--- src/rtl/uart_pkg.sv ---
// Shared UART definitions: receiver states, oversample tick positions and the
// parity helper also used by the transmitter.
package uart_pkg;

  typedef enum logic [2:0] {
    IDLE,
    START,
    DATA,
    PARITY,
    STOP
  } rx_state_t;

  localparam logic [3:0] SAMPLE_LO  = 4'd7;
  localparam logic [3:0] SAMPLE_MID = 4'd8;
  localparam logic [3:0] SAMPLE_HI  = 4'd9;
  localparam logic [3:0] TICK_LAST  = 4'd15;

  // Parity bit a transmitter would send for this character (bit 7 ignored in 7-bit mode).
  function automatic logic parity_calc(input logic [7:0] data, input logic bit8,
                                       input logic odd_n_even);
    logic [7:0] masked;
    masked = bit8 ? data : {1'b0, data[6:0]};
    return (^masked) ^ odd_n_even;
  endfunction

endpackage

--- src/rtl/uart_rx_sync.sv ---
// Input synchroniser for the asynchronous serial line; every stage resets to 1
// so a reset never looks like a start bit.
module uart_rx_sync #(
  parameter int SYNC_STAGES = 2
) (
  input  logic clk,
  input  logic reset,
  input  logic d,
  output logic q
);

  logic sync_reg [SYNC_STAGES];

  always_ff @(posedge clk) begin
    if (reset) sync_reg[0] <= 1'b1;
    else       sync_reg[0] <= d;
  end

  generate
    for (genvar gi = 1; gi < SYNC_STAGES; gi++) begin : g_stage
      always_ff @(posedge clk) begin
        if (reset) sync_reg[gi] <= 1'b1;
        else       sync_reg[gi] <= sync_reg[gi-1];
      end
    end
  endgenerate

  assign q = sync_reg[SYNC_STAGES-1];

endmodule

--- src/rtl/uart_rx_core.sv ---
// UART receiver driven by a 16x oversample enable, with a full/read holding register.
// Define UART_RX_MAJORITY_EN for 2-of-3 voting on ticks 7/8/9 instead of a single tick-8 sample.
module uart_rx_core
  import uart_pkg::*;
#(
  parameter int SYNC_STAGES = 2
) (
  input  logic       clk,
  input  logic       reset,
  input  logic       baud_clock,
  input  logic       rx,
  input  logic       bit8,
  input  logic       parity_en,
  input  logic       odd_n_even,
  input  logic       read_rx_byte,
  output logic [7:0] rx_byte,
  output logic       receive_full,
  output logic       parity_err,
  output logic       overflow,
  output logic       framing_err,
  output logic       rx_idle
);

  logic       rx_s;
  rx_state_t  state_reg;
  logic [3:0] cnt_reg;
  logic [2:0] bit_idx_reg;
  logic [7:0] shift_reg;
  logic       par_err_reg;
  logic       s_mid_reg;
  logic       bit_val;
  logic       tick_dec;
  logic       tick_last;
  logic       last_bit;

  uart_rx_sync #(.SYNC_STAGES(SYNC_STAGES)) u_sync (
    .clk   (clk),
    .reset (reset),
    .d     (rx),
    .q     (rx_s)
  );

`ifdef UART_RX_MAJORITY_EN
  logic s_lo_reg;

  always_ff @(posedge clk) begin
    if (reset)                                     s_lo_reg <= 1'b1;
    else if (baud_clock && cnt_reg == SAMPLE_LO)   s_lo_reg <= rx_s;
  end

  // The tick-9 sample is taken live, so the vote resolves on the decision tick itself.
  assign bit_val = (s_lo_reg & s_mid_reg) | (s_lo_reg & rx_s) | (s_mid_reg & rx_s);
`else
  assign bit_val = s_mid_reg;
`endif

  assign tick_dec  = baud_clock && (cnt_reg == SAMPLE_HI);
  assign tick_last = baud_clock && (cnt_reg == TICK_LAST);
  assign last_bit  = (bit_idx_reg == (bit8 ? 3'd7 : 3'd6));

  always_ff @(posedge clk) begin
    if (reset) begin
      state_reg    <= IDLE;
      cnt_reg      <= 4'd0;
      bit_idx_reg  <= 3'd0;
      shift_reg    <= 8'h00;
      par_err_reg  <= 1'b0;
      s_mid_reg    <= 1'b1;
      rx_byte      <= 8'h00;
      receive_full <= 1'b0;
      parity_err   <= 1'b0;
      overflow     <= 1'b0;
      framing_err  <= 1'b0;
      rx_idle      <= 1'b1;
    end else begin
      overflow    <= 1'b0;
      framing_err <= 1'b0;

      if (baud_clock) begin
        cnt_reg <= cnt_reg + 4'd1;
        if (cnt_reg == SAMPLE_MID) s_mid_reg <= rx_s;
      end

      // A completion in the same cycle overrides this clear below.
      if (read_rx_byte) begin
        receive_full <= 1'b0;
        parity_err   <= 1'b0;
      end

      case (state_reg)
        IDLE: begin
          cnt_reg <= 4'd0;
          if (baud_clock && !rx_s) begin
            cnt_reg     <= 4'd1;
            state_reg   <= START;
            rx_idle     <= 1'b0;
            shift_reg   <= 8'h00;
            par_err_reg <= 1'b0;
          end
        end
        START: begin
          if (tick_dec && bit_val) begin
            state_reg <= IDLE;
            rx_idle   <= 1'b1;
            cnt_reg   <= 4'd0;
          end else if (tick_last) begin
            state_reg   <= DATA;
            bit_idx_reg <= 3'd0;
          end
        end
        DATA: begin
          if (tick_dec) shift_reg[bit_idx_reg] <= bit_val;
          if (tick_last) begin
            if (last_bit) state_reg <= parity_en ? PARITY : STOP;
            else          bit_idx_reg <= bit_idx_reg + 3'd1;
          end
        end
        PARITY: begin
          if (tick_dec) par_err_reg <= (parity_calc(shift_reg, bit8, odd_n_even) != bit_val);
          if (tick_last) state_reg <= STOP;
        end
        STOP: begin
          if (tick_dec) begin
            state_reg <= IDLE;
            rx_idle   <= 1'b1;
            cnt_reg   <= 4'd0;
            if (!receive_full || read_rx_byte) begin
              rx_byte      <= shift_reg;
              parity_err   <= par_err_reg;
              receive_full <= 1'b1;
            end else begin
              overflow <= 1'b1;
            end
            if (!bit_val) framing_err <= 1'b1;
          end
        end
        default: begin
          state_reg <= IDLE;
          rx_idle   <= 1'b1;
          cnt_reg   <= 4'd0;
        end
      endcase
    end
  end

endmodule

--- config.mk ---
export PLATFORM = sky130hd
export DESIGN_NAME = uart_rx_core
export DESIGN_NICKNAME = d
export VERILOG_FILES = /design/src/rtl/uart_pkg.sv /design/src/rtl/uart_rx_sync.sv /design/src/rtl/uart_rx_core.sv
export SDC_FILE = /design/constraint.sdc
export NUM_CORES = 1
export LEC_CHECK = 0
export ABC_AREA = 1
export CAP_MARGIN = 20
export CORE_MARGIN = 1
export CORE_UTILIZATION = 25
export CTS_CLUSTER_SIZE = 40
export DETAILED_ROUTE_END_ITERATION = 8
export GPL_ROUTABILITY_DRIVEN = 0
export PLACE_DENSITY_LB_ADDON = 0.15
export SLEW_MARGIN = 5
export SYNTH_ARGS = -nofsm -noshare
export SYNTH_HDL_FRONTEND = slang
export SYNTH_SLANG_ARGS = --single-unit
--- constraint.sdc ---
create_clock -name clk -period 1.4 [get_ports clk]
set_input_delay 0.28 -clock clk [delete_from_list [all_inputs] [get_ports clk]]
set_output_delay 0.28 -clock clk [all_outputs]
set_load 0.01 [all_outputs]
* Yosys cells after proc, flatten, opt, wreduce, memory -nomap -nowiden *
Memories as Yosys holds them, arrays and structs flattened.
Cells that the tools add are included.

storage, ports and cells
  RAM bits = 2
  bits in latches = 0
  bits of input ports = 8
  output and inout bits = 13
  logic and storage cells = 114
  memories = 1
  ROM bits = 0
  flip-flop bits (word level) = 33

operators by class
  add/sub/neg operators = 2
  div/mod/pow operators = 0
  reductions and logical operators = 22
  equality and inequality tests = 21
  $mul = 0
  shift operators = 0
  $lt $le $gt $ge = 2
  bitwise operators = 6
  multiplexer cells = 48

memory list
  memory           depth  width  read ports  clocked after memory_dff  write ports  line                source
  u_sync.sync_reg  2      1      2           0                         2            uart_rx_sync.sv:12  logic sync_reg [SYNC_STAGES];

operators with widths
  cell                   number
  $mux W3                12
  $mux W8                3
  $mux W1                22
  $ne A2 B2 Y1 const B   11
  $pmux W4 S4            1
  $pmux W8 S2            1
  $pmux W3 S5            1
  $eq A4 B4 Y1 const B   3
  $mux W4                3
  $reduce_and A3 Y1      3
  $bwmux W8              1
  $reduce_xor A8 Y1      1
  $eq A3 B2 Y1 const B   2
  $pmux W3 S2            1
  $reduce_and A6 Y1      1
  $reduce_bool A2 Y1     3
  $logic_and A1 B1 Y1    5
  $reduce_and A5 Y1      1
  $add A4 B1 Y4 const B  1
  $lt A3 B4 Y1 const B   1
  $pmux W1 S4            1
  $reduce_and A4 Y1      1
  $add A3 B1 Y3 const B  1
  $demux W1 S3           1
  16 further kinds       20

* Longest topological paths before layout *
Gate-level depths: netlist (run 1).

  word-level depth = 7
  mapped depth = 12

* Modules after synthesis *
A second synthesis (run 1) with hierarchy kept.

unflattened totals
  cells, all modules = 269
  area total of the unflattened synthesis = 1829.3 µm²

by module, submodules not included
  module        area each (µm²)  cells each  times used
  uart_rx_core  1770.4           262         1
  uart_rx_sync  58.8             7           1

* Worst setup path before layout (run 1) *
No wires, ideal clock.

  kind = register to register
  start = register cnt_reg[1]
  end = register state_reg[0]
  path buffers = 0
  cell stages (with the launch flop) = 13
  required time = 1.336 ns
  data arrival time = 1.279 ns
  path slack = 0.057 ns
  cells stage by stage = dfxtp_1 > inv_1 > ha_1 > nand2_1 > nor2_4 > inv_2 > nand2_2 > nand3_4 > nor2_4 > nand2_1 > nand2_1 > inv_1 > nor2_1

on the way
  word-level cells in the longest chain between the ends = 5

ends and longest elaborated chain
  item                                                                      line                 source
  from (decl)                                                               uart_rx_core.sv:26   logic [3:0] cnt_reg;
  from (signal assigned)                                                    uart_rx_core.sv:80   cnt_reg <= cnt_reg + 4'd1;
  $eq A4 B4 Y1                                                              uart_rx_core.sv:57   assign tick_dec = baud_clock && (cnt_reg == SAMPLE_HI);
  $logic_and A1 B1 Y1                                                       uart_rx_core.sv:57
  $logic_and A1 B1 Y1                                                       uart_rx_core.sv:102  if (tick_dec && bit_val) begin
  $ne A3 B3 Y1 (no source line) / $mux W3 (equally long branches)           --
  $reduce_and A6 Y1 (no source line) / $pmux W3 S5 (equally long branches)  --
  to (signal assigned)                                                      uart_rx_core.sv:114  if (last_bit) state_reg <= parity_en ? PARITY : STOP;
  to (decl)                                                                 uart_rx_core.sv:25   rx_state_t state_reg;

Several ways; a longest one is shown, not always the timed one.
A chain may end at the register's enable or synchronous reset.

* Final worst setup path (run 1) *
  start = input port bit8
  end = register state_reg[0]

on the way
  word-level cells in the longest chain between the ends = 4

ends and longest elaborated chain
  item                                line                source
  from (decl)                         uart_rx_core.sv:12  input logic bit8,
  $mux W1                             uart_rx_core.sv:59  assign last_bit = (bit_idx_reg == (bit8 ? 3'd7 : 3'd6));
  $eq A3 B3 Y1                        uart_rx_core.sv:59
  $ne A2 B2 Y1 (no source line)       --
  $reduce_and A6 Y1 (no source line)  --

Every way passes these cells.

==> results of run 1 <==
metrics by stage:
stage          setup WS (ns)   util  cell area, um2
2_1_floorplan         0.0573      -            2010
3_3_place_gp          -0.414  0.324            2500
3_5_place_dp          -0.475  0.324            2500
4_1_cts              -0.0918  0.347            2680
5_1_grt               -0.247  0.373            2880
6_report             -0.0827  0.373            2880
synthesized netlist by cell type (all sizes together):
cell	count	share of area
a211oi	2	0.010
a21oi	22	0.060
a22oi	1	0.0037
buf	3	0.013
clkbuf	3	0.0056
clkinv	1	0.0019
dfxtp	35	0.35
ha	4	0.025
inv	44	0.086
nand2	73	0.15
nand3	24	0.072
nand4	16	0.050
nor2	27	0.075
nor3	3	0.013
o211ai	1	0.0037
o21ai	16	0.040
o311ai	1	0.0044
or2	3	0.0094
xnor2	4	0.017
xor2	2	0.0087
final timing paths:
| check | cells past startpoint | start | slack (ns) | endpoint |
|---|---|---|---|---|
| worst max-delay path | 11 | bit8 | -0.08 | state_reg[0] |
| worst min-delay path | 1 | u_sync.sync_reg[0] | 0.42 | u_sync.sync_reg[1] |
| worst min register to register | 1 | u_sync.sync_reg[0] | 0.42 | u_sync.sync_reg[1] |
| worst max register to register | 12 | cnt_reg[1] | -0.05 | state_reg[0] |
cells by family (layout without fill, tap and decap cells):
kind of cell,after synthesis,count (layout)
XOR/XNOR,6,6
buffers and inverters,51,109
AND/OR/NAND/NOR,146,147
flip-flops,35,35
adder cells (fa/ha/maj),4,4
AO/OA/AOI/OAI,43,43
area by class of cell:
type	instances	share of cell area
Timing Repair Buffer	56	0.162
Clock inverter	2	0.0122
Multi-Input combinational cell	200	0.445
Sequential cell	35	0.245
Inverter	45	0.0621
Clock buffer	6	0.0286
Tap cell	102	0.0443
worst max-delay path: cells and delay by family:
family                 cells  cell delay [ns]
AND/OR/NAND/NOR            6             0.46
AO/OA/AOI/OAI              1             0.21
buffers and inverters      4             0.76
routing by layer:
| metal | wire length [um] | vias up | track usage |
|---|---|---|---|
| li1 | - | 1042 | - |
| met1 | 2760 | 876 | 0.196 |
| met2 | 2240 | 20 | 0.206 |
| met3 | 108 | 5 | 0.0251 |
| met4 | 65 | 0 | 0.0437 |
| met5 | 0 | - | 0 |
what timing repair did:
| item | 4_1_cts | 5_1_grt |
|---|---|---|
| gates cloned | 1 | 0 |
| pin swaps | 5 | 15 |
| gates resized for setup | 33 | 44 |
| buffers inserted | 3 | 6 |
| endpoints found under the setup margin | 38 | 29 |
cell usage in the layout, fill, tap and decap left out, types with 6 or more instances in the layout:
cell type                         instances
sky130_fd_sc_hd__nand2_1                 57
sky130_fd_sc_hd__inv_1                   35
sky130_fd_sc_hd__dfxtp_1                 32
sky130_fd_sc_hd__buf_4                   32
sky130_fd_sc_hd__a21oi_1                 19
sky130_fd_sc_hd__nor2_1                  16
sky130_fd_sc_hd__nand4_1                 16
sky130_fd_sc_hd__nand3_1                 14
sky130_fd_sc_hd__dlygate4sd2_1           14
sky130_fd_sc_hd__nand2_2                  8
sky130_fd_sc_hd__nand2_4                  7
sky130_fd_sc_hd__nand3_2                  7
sky130_fd_sc_hd__inv_2                    6
sky130_fd_sc_hd__nor2_2                   6
sky130_fd_sc_hd__o21ai_2                  6
sky130_fd_sc_hd__clkbuf_8                 6
sky130_fd_sc_hd__clkdlybuf4s50_1          6
power groups by stage:
stage               clock network (mW)  logic (mW)  registers [mW]
floorplan                            0       0.873            1.12
global placement                     0        1.22            1.11
detailed placement                   0        1.23            1.12
CTS                               1.01        1.26            1.10
global route                      1.06        1.58            1.11
finish                           0.971        1.41            1.10
==> impl_results.rst, run 1 <==
.. list-table::
   :header-rows: 1

   * - Metric
     - Value
   * - PortBufs
     - 20
   * - Setup-failing EPs final
     - 13
   * - Yosys reg bits
     - 35
   * - Number of buffers inserted for hold repair after clock tree synthesis
     - 0
   * - Internal power summed over all cells
     - 2.21 mW
   * - Status
     - finished with violations
   * - Crit Path Class
     - in -> reg
   * - Post-synthesis xor/xnor area fraction
     - 0.0262
   * - Data arrival time at the worst-slack endpoint
     - 1.72 ns
   * - Share of the synthesized area in compound gates (AO/OA/AOI/OAI)
     - 0.122
   * - Antenna-violating nets left
     - 0
   * - Simple-Gate Fraction of Synth Area
     - 0.371
   * - Sequential share of power
     - 0.316
   * - Root buf cell
     - sky130_fd_sc_hd__clkbuf_8
   * - Worst-skew pair later-pin latency
     - 0.29 ns
   * - HPWL Detailed
     - 3890 um
   * - Upper clock frequency limit
     - 674 MHz
   * - Deepest clock path buffer count
     - 2
   * - Vert. Die Dim
     - 91.6 um
   * - Total via count after detailed routing
     - 1943
   * - Multiplexer fraction of the synthesized cell area
     - 0
   * - Power per Cell Area
     - 1210 nW/um2
   * - Critical-path maximum fanout
     - 4
   * - Clock tree from TritonCTS
     - yes
   * - Number of diodes added for antenna fixing
     - 0
   * - Per-instance average area after synthesis
     - 7.04 um2
   * - Layout filler cell count
     - 854
   * - Total power
     - 3.49 mW
   * - Starting density of the core
     - 0.260
   * - Vias in the first global route
     - 1935
   * - Worst setup slack after layout
     - -0.0827 ns
   * - Clock sinks
     - 35
   * - Type of the most critical hold path
     - reg -> reg
   * - Wirelength, routed
     - 5170 um
   * - First-pass GRT wire length
     - 9140 um
   * - Clock tree skew after final layout
     - 0.00643 ns
   * - Cell area after synthesis
     - 2010 um2
   * - Total global routing overflow
     - 0
   * - Final hold vios
     - 0
   * - CP required
     - 1.64 ns
   * - DP Cell Count
     - 428
   * - Switching power share of the total
     - 0.368
   * - Worst slack on hold paths
     - 0.417 ns
   * - Max stage delay on crit path
     - 0.55 ns
   * - Share of cells above drive strength 1
     - 0.326
   * - Slowest-stage cell, CP
     - sky130_fd_sc_hd__clkdlybuf4s50_1
   * - Adder-cell area share of the yosys netlist
     - 0.0249
   * - Number of max-cap violations
     - 0
   * - Number of unique standard cell types used by synthesis
     - 34
   * - Gr usage total
     - 0.137
   * - Number of levels the H-tree was split into
     - 2
   * - Post-route fraction of the period consumed by the critical path
     - 1.06
   * - Number of standard-cell rows in the floorplan
     - 32
   * - Launching element type of the critical path
     - primary input
   * - Number of search-and-repair iterations in the first detailed-routing pass
     - 4
   * - Max-Slew Margin vs Limit
     - 0.784
   * - Detailed-route vias per instance
     - 4.36
   * - Net total in the final layout
     - 355
   * - Area added between synthesis and finish
     - 43.6%
   * - Cells along the critical path
     - clkdlybuf4s50_1 > inv_1 > nand2_1 > nand2_1 > o21ai_1 > inv_1 > nor2_4 > nand2_2 > nand2_1 > inv_1 > nor2_2
   * - Part of the Yosys area used for sequential elements
     - 0.349
   * - Dominant combinational cell family by area after synthesis
     - simple AND/OR/NAND/NOR gates
   * - Number of DRC violations after detailed-routing iteration 0
     - 126
   * - Clock-pin transition on the worst setup and hold timing paths
     - 0.08 ns
   * - Relative contribution of combinational cells to total power
     - 0.405
   * - Leakage dissipation
     - 1.31 nW
   * - DRC viols
     - 0
   * - Number of nets produced by synthesis
     - 297
   * - Violated checks
     - setup timing
   * - Worst vdd rail ir drop
     - 0.000405 V
   * - Shortest clock period the worst path allows after layout
     - 1.48 ns
   * - Placeable core region
     - 7730 um2
   * - Die width
     - 91.6 um
   * - Switching power
     - 1.28 mW
   * - Number of pins with negative max-slew slack in the final report
     - 0
   * - Initial antenna violation count
     - 0
   * - Largest net degree at the start of global routing
     - 17
   * - Number of top-level design ports
     - 21
   * - Post-DR wirelength/cell
     - 11.6 um
   * - Endpoint type of the worst setup path
     - flip-flop
   * - Power share of the clock group
     - 0.278
   * - Final std cells w/o fill
     - 446
   * - Setup repair after global routing missed its margin
     - true
   * - Mapped Cells
     - 285
   * - Floorplan die area
     - 8390 um2
   * - Clock buffer count from CTS
     - 5
   * - Warning count from the yosys run
     - 0
   * - Multi-input gate area
     - 1280 um2
   * - Slew at the pin with the worst max-slew slack
     - 0.324 ns
   * - Register area
     - 707 um2
   * - Aggregate negative setup slack
     - -0.378 ns
Note: power is estimated with default switching activity, not from simulation.
==> run 2: changes to the inputs <==
==> constraint.sdc (replaced) <==
create_clock -name clk -period 1.3 [get_ports clk]
set_input_delay 0.26 -clock clk [delete_from_list [all_inputs] [get_ports clk]]
set_output_delay 0.26 -clock clk [all_outputs]
set_load 0.01 [all_outputs]
==> run 2 against run 1 <==
Effect of this change:
- the flow still finishes with violations (setup timing)
- critical path type is now reg -> reg
- clock-buffer cell count unchanged
- hold slack better by 0.00075 ns
- highest routed layer unchanged
- critical endpoint is now state_reg[1]
- register-to-register slack worse by 0.09 ns
==> impl_results.rst, run 2 (same netlist as run 1, synthesis figures left out) <==
.. list-table::
   :header-rows: 1

   * - Metric
     - Value
   * - Vias in the first global route
     - 1911
   * - Total via count after detailed routing
     - 1989
   * - Launching element type of the critical path
     - flip-flop
   * - Total global routing overflow
     - 0
   * - Final core utilization
     - 0.384
   * - Final hold vios
     - 0
   * - Clock sinks
     - 35
   * - Upper clock frequency limit
     - 694 MHz
   * - Most frequent standard cell in the layout excluding fill and tap cells
     - sky130_fd_sc_hd__nand2_1
   * - Number of search-and-repair iterations in the first detailed-routing pass
     - 4
   * - Antenna-violating nets left
     - 0
   * - First-pass GRT wire length
     - 8830 um
   * - Clock tree from TritonCTS
     - yes
   * - Worst slack on hold paths
     - 0.417 ns
   * - Setup-failing EPs final
     - 28
   * - Total power
     - 3.66 mW
   * - Number of pins with negative max-slew slack in the final report
     - 0
   * - Post-DR wirelength/cell
     - 11.3 um
   * - Largest net degree at the start of global routing
     - 17
   * - Aggregate negative setup slack
     - -1.85 ns
   * - HPWL Detailed
     - 3850 um
   * - Max-Slew Margin vs Limit
     - 0.700
   * - Slew at the pin with the worst max-slew slack
     - 0.448 ns
   * - Violated checks
     - setup timing
   * - CP required
     - 1.52 ns
   * - Worst-skew pair later-pin latency
     - 0.29 ns
   * - Shortest clock period the worst path allows after layout
     - 1.44 ns
   * - Type of the most critical hold path
     - reg -> reg
   * - Clock buffer count from CTS
     - 5
   * - Power per Cell Area
     - 1230 nW/um2
   * - Post-route fraction of the period consumed by the critical path
     - 1.11
   * - Number of standard-cell rows in the floorplan
     - 32
   * - Final std cells w/o fill
     - 456
   * - Status
     - finished with violations
   * - Layout filler cell count
     - 834
   * - Floorplan die area
     - 8390 um2
   * - Area added between synthesis and finish
     - 47.8%
   * - Net total in the final layout
     - 366
   * - DP Cell Count
     - 443
   * - Worst setup slack after layout
     - -0.141 ns
   * - Placeable core region
     - 7730 um2
   * - Vert. Die Dim
     - 91.6 um
   * - Share of cells above drive strength 1
     - 0.362
   * - Clock-pin transition on the worst setup and hold timing paths
     - 0.07 ns
   * - Number of top-level design ports
     - 21
   * - Die width
     - 91.6 um
   * - Deepest clock path buffer count
     - 2
   * - Setup repair after global routing missed its margin
     - true
   * - Clock tree skew after final layout
     - 0.00552 ns
   * - Detailed-route vias per instance
     - 4.36
   * - Setup slack at placement
     - -0.512 ns
   * - DRC viols
     - 0
   * - Starting density of the core
     - 0.260
   * - Commonest cells after routing, fill and taps aside
     - 55 x sky130_fd_sc_hd__nand2_1, 40 x sky130_fd_sc_hd__buf_4, 33 x sky130_fd_sc_hd__inv_1, 30 x sky130_fd_sc_hd__dfxtp_1
   * - Root buf cell
     - sky130_fd_sc_hd__clkbuf_8
   * - Worst vdd rail ir drop
     - 0.000541 V
   * - Endpoint type of the worst setup path
     - flip-flop
   * - Leakage dissipation
     - 1.38 nW
   * - Initial antenna violation count
     - 0
   * - Crit Path Class
     - reg -> reg
   * - Wirelength, routed
     - 5140 um
   * - Dpl cell area
     - 2650 um2
   * - Number of levels the H-tree was split into
     - 2
   * - Number of DRC violations after detailed-routing iteration 0
     - 58
   * - Number of diodes added for antenna fixing
     - 0
   * - Data arrival time at the worst-slack endpoint
     - 1.66 ns
   * - PortBufs
     - 20
   * - Number of max-cap violations
     - 0
   * - Gr usage total
     - 0.132
   * - Final std cell area, no fill
     - 2970 um2
   * - Critical-path maximum fanout
     - 4
[run 2: cell types whose count changed in the layout (fill, tap and decap cells not counted), sizes merged]
cell	previous run	this run
buf	36	47
bufinv	1	0
clkdlybuf4s50	6	5
clkinv	1	2
dlygate4sd2	14	15
inv	45	44
[run 2: final timing paths]
check | startpoint | to | slack [ns] | cells past startpoint
worst max-delay path | cnt_reg[1] | state_reg[1] | -0.14 | 12
worst min-delay path | u_sync.sync_reg[0] | u_sync.sync_reg[1] | 0.42 | 1
worst max register to register | cnt_reg[1] | state_reg[1] | -0.14 | 12
worst min register to register | u_sync.sync_reg[0] | u_sync.sync_reg[1] | 0.42 | 1
[run 2: report_power, final]
part	switching (mW)	internal [mW]
clock	0.407	0.416
combinational	0.947	0.698
sequential	0.0571	1.14
[run 2: worst max-delay path: stages (launching register included)]
cell and delay [ns]:
sky130_fd_sc_hd__dfxtp_2 0.33, sky130_fd_sc_hd__inv_2 0.07, sky130_fd_sc_hd__ha_4 0.13, sky130_fd_sc_hd__nand2_4 0.05, sky130_fd_sc_hd__nor2_4 0.17, sky130_fd_sc_hd__inv_4 0.08, sky130_fd_sc_hd__nand2_4 0.09, sky130_fd_sc_hd__nand3_4 0.07
sky130_fd_sc_hd__nor2_4 0.12, sky130_fd_sc_hd__nand2_2 0.09, sky130_fd_sc_hd__nand2_2 0.07, sky130_fd_sc_hd__inv_2 0.03, sky130_fd_sc_hd__nor2_2 0.08
[run 2: cell type report]
class | instances | area, um2 | share of cell area
multi-input cells | 200 | 1290 | 0.435
well taps | 102 | 128 | 0.0430
clock inverters | 1 | 5.00 | 0.00169
repair buffers | 67 | 569 | 0.192
inverters | 45 | 183 | 0.0616
flip-flops and latches | 35 | 709 | 0.239
clock buffers | 6 | 82.6 | 0.0278
[run 2: timing repair]
action                                  4_1_cts  5_1_grt
cloned                                        1        0
endpoints found under the setup margin       42       29
gates resized for setup                      44       39
pin swaps                                    10       17
hold buffers                                  0        0
buffers inserted                              3        2
[run 2: metal layers]
metal	share of wire	GRT usage	vias to the layer above
li1	-	-	1062
met1	0.52	0.180	904
met2	0.45	0.204	17
met3	0.022	0.0251	6
met4	0.015	0.0476	0
met5	0	0	-
==> run 3: changes to the inputs <==
--- a/config.mk
+++ b/config.mk
@@ -9,10 +9,11 @@
 export CAP_MARGIN = 20
 export CORE_MARGIN = 1
 export CORE_UTILIZATION = 25
-export CTS_CLUSTER_SIZE = 40
+export CTS_CLUSTER_SIZE = 20
 export DETAILED_ROUTE_END_ITERATION = 8
 export GPL_ROUTABILITY_DRIVEN = 0
 export PLACE_DENSITY_LB_ADDON = 0.15
+export SETUP_SLACK_MARGIN = 0.3
 export SLEW_MARGIN = 5
 export SYNTH_ARGS = -nofsm -noshare
 export SYNTH_HDL_FRONTEND = slang
==> run 3 against run 2 <==
Effect of this change:
- the flow still finishes with violations (setup timing)
- clock power grew 28%
- sequential power is essentially flat
- utilization grew 1.4 points
- critical path depth is the same
- final area grew 3.6%
- critical endpoint unchanged
- highest routed layer unchanged
- register-to-register slack lost 0.09 ns
- total power grew 7.0%
- via count grew 0.80%
- first-iteration DRC count shrank 19%
- sequential share of layout area shrank 0.35 points
- flip-flop and latch count is the same
==> impl_results.rst, run 3 (same netlist as run 1, synthesis figures left out) <==
.. list-table::
   :header-rows: 1

   * - Metric
     - Value
   * - Worst setup path startpoint
     - cnt_reg[1]
   * - Clock sinks
     - 35
   * - Reg2reg end
     - state_reg[1]
   * - Final std cell area, no fill
     - 3070 um2
   * - First-pass GRT wire length
     - 9110 um
   * - Data arrival time at the worst-slack endpoint
     - 1.72 ns
   * - Number of pins with negative max-slew slack in the final report
     - 0
   * - Clock buffer count from CTS
     - 5
   * - CP required
     - 1.49 ns
   * - Vert. Die Dim
     - 91.6 um
   * - Post-route fraction of the period consumed by the critical path
     - 1.18
   * - Crit Path Class
     - reg -> reg
   * - Logic depth of the worst register-to-register path
     - 12
   * - Number of search-and-repair iterations in the first detailed-routing pass
     - 4
   * - Slew at the pin with the worst max-slew slack
     - 0.323 ns
   * - Number of DRC violations after detailed-routing iteration 0
     - 47
   * - Post-DR wirelength/cell
     - 11.3 um
   * - Clock-pin transition on the worst setup and hold timing paths
     - 0.08 ns
   * - Placeable core region
     - 7730 um2
   * - End point of the critical path
     - state_reg[1]
   * - Power share of the clock group
     - 0.268
   * - Commonest cells after routing, fill and taps aside
     - 59 x sky130_fd_sc_hd__nand2_1, 51 x sky130_fd_sc_hd__buf_4, 34 x sky130_fd_sc_hd__inv_1, 19 x sky130_fd_sc_hd__nor2_1, 18 x sky130_fd_sc_hd__dfxtp_1
   * - Number of buffers inserted for hold repair after clock tree synthesis
     - 0
   * - Type of the most critical hold path
     - in -> reg
   * - Max-Slew Margin vs Limit
     - 0.784
   * - Antenna-violating nets left
     - 0
   * - Shortest clock period the worst path allows after layout
     - 1.53 ns
   * - PortBufs
     - 20
   * - Upper clock frequency limit
     - 654 MHz
   * - Detailed-route vias per instance
     - 4.33
   * - DP Cell Count
     - 440
   * - Switching power
     - 1.44 mW
   * - Net total in the final layout
     - 372
   * - Dpl cell area
     - 2610 um2
   * - Largest net degree at the start of global routing
     - 17
   * - Setup repair after global routing missed its margin
     - true
   * - Clock tree skew after final layout
     - 0.00813 ns
   * - DRC viols
     - 0
   * - Setup-failing EPs final
     - 29
   * - Worst vdd rail ir drop
     - 0.000664 V
   * - Starting density of the core
     - 0.260
   * - Die width
     - 91.6 um
   * - Root buf cell
     - sky130_fd_sc_hd__clkbuf_8
   * - Initial antenna violation count
     - 0
   * - Final hold vios
     - 0
   * - Beginning of the worst register-to-register path
     - cnt_reg[1]
   * - Violated checks
     - setup timing
   * - Floorplan die area
     - 8390 um2
   * - Total global routing overflow
     - 0
   * - Clock tree from TritonCTS
     - yes
   * - Leakage dissipation
     - 1.39 nW
   * - Worst-skew pair later-pin latency
     - 0.29 ns
   * - HPWL Detailed
     - 3830 um
   * - Number of top-level design ports
     - 21
   * - Number of diodes added for antenna fixing
     - 0
   * - Relative contribution of combinational cells to total power
     - 0.425
   * - Sequential share of power
     - 0.307
   * - Register-to-register setup slack
     - -0.23 ns
   * - Most frequent standard cell in the layout excluding fill and tap cells
     - sky130_fd_sc_hd__nand2_1
   * - Final std cells w/o fill
     - 463
   * - Wirelength, routed
     - 5220 um
   * - Gr usage total
     - 0.136
   * - Launching element type of the critical path
     - flip-flop
   * - Status
     - finished with violations
   * - Worst slack on hold paths
     - 0.425 ns
   * - Critical-path maximum fanout
     - 4
   * - Number of levels the H-tree was split into
     - 2
   * - Area added between synthesis and finish
     - 53.1%
   * - Worst setup slack after layout
     - -0.229 ns
   * - Share of cells above drive strength 1
     - 0.429
   * - Power per Cell Area
     - 1270 nW/um2
   * - Internal power summed over all cells
     - 2.48 mW
   * - Switching power share of the total
     - 0.367
   * - Deepest clock path buffer count
     - 2
   * - Number of standard-cell rows in the floorplan
     - 32
   * - Endpoint type of the worst setup path
     - flip-flop
   * - Vias in the first global route
     - 1927
   * - Number of max-cap violations
     - 0
   * - Total via count after detailed routing
     - 2005
-- run 3: worst min path at each step --
stage,from,end,slack (ns),cells after the start
3_3_place_gp,u_sync.sync_reg[0],u_sync.sync_reg[1],0.41,1
2_1_floorplan,rx,u_sync.sync_reg[0],0.36,1
6_report,baud_clock,cnt_reg[2],0.42,5
5_1_grt,u_sync.sync_reg[0],u_sync.sync_reg[1],0.45,1
4_1_cts,u_sync.sync_reg[0],u_sync.sync_reg[1],0.43,1
3_5_place_dp,u_sync.sync_reg[0],u_sync.sync_reg[1],0.40,1
-- run 3: area by class of cell --
type	count	area [um2]
Multi-Input combinational cell	199	1290
Timing Repair Buffer	74	631
Clock inverter	2	35.0
Tap cell	102	128
Fill cell	801	4650
Sequential cell	35	724
Clock buffer	6	82.6
Inverter	45	184
-- run 3: power by group through the flow --
stage / sequential (mW) / combinational, mW / clock [mW]
finish: 1.20 / 1.67 / 1.05
global route: 1.21 / 1.86 / 1.14
floorplan: 1.22 / 0.951 / 0
CTS: 1.19 / 1.49 / 1.08
detailed placement: 1.21 / 1.42 / 0
global placement: 1.21 / 1.43 / 0
-- run 3: per-stage QoR --
step | TNS, ns | util | power (mW) | setup slack (ns)
floorplan | 0 | - | 2.17 | 0.0135
global placement | -11.54 | 0.338 | 2.64 | -0.458
detailed placement | -12.43 | 0.338 | 2.63 | -0.481
CTS | -2.85 | 0.362 | 3.77 | -0.147
global route | -6.33 | 0.398 | 4.21 | -0.312
finish | -3.56 | 0.398 | 3.92 | -0.229
-- run 3: what timing repair did --
item                                    in CTS  in global routing
endpoints found under the setup margin      46                 45
pin swaps                                    4                 26
resized for setup                           79                 63
buffers inserted                             4                 11
cloned                                       0                  0
-- run 3: worst max-delay path: stages, from the launching register on --
cell	delay (ns)
sky130_fd_sc_hd__dfxtp_2	0.34
sky130_fd_sc_hd__inv_2	0.08
sky130_fd_sc_hd__ha_4	0.15
sky130_fd_sc_hd__nand2_4	0.05
sky130_fd_sc_hd__nor2_4	0.15
sky130_fd_sc_hd__inv_4	0.08
sky130_fd_sc_hd__nand2_4	0.09
sky130_fd_sc_hd__nand3_4	0.07
sky130_fd_sc_hd__nor2_4	0.16
sky130_fd_sc_hd__buf_6	0.11
sky130_fd_sc_hd__nand3_2	0.04
sky130_fd_sc_hd__nand2_1	0.06
sky130_fd_sc_hd__nor2_1	0.04
-- run 3: metal layers --
metal / vias up / part of all wire / track usage
li1: 1075 / - / -
met1: 900 / 0.51 / 0.182
met2: 22 / 0.46 / 0.217
met3: 8 / 0.021 / 0.0285
met4: 0 / 0.014 / 0.0397
met5: - / 0 / 0
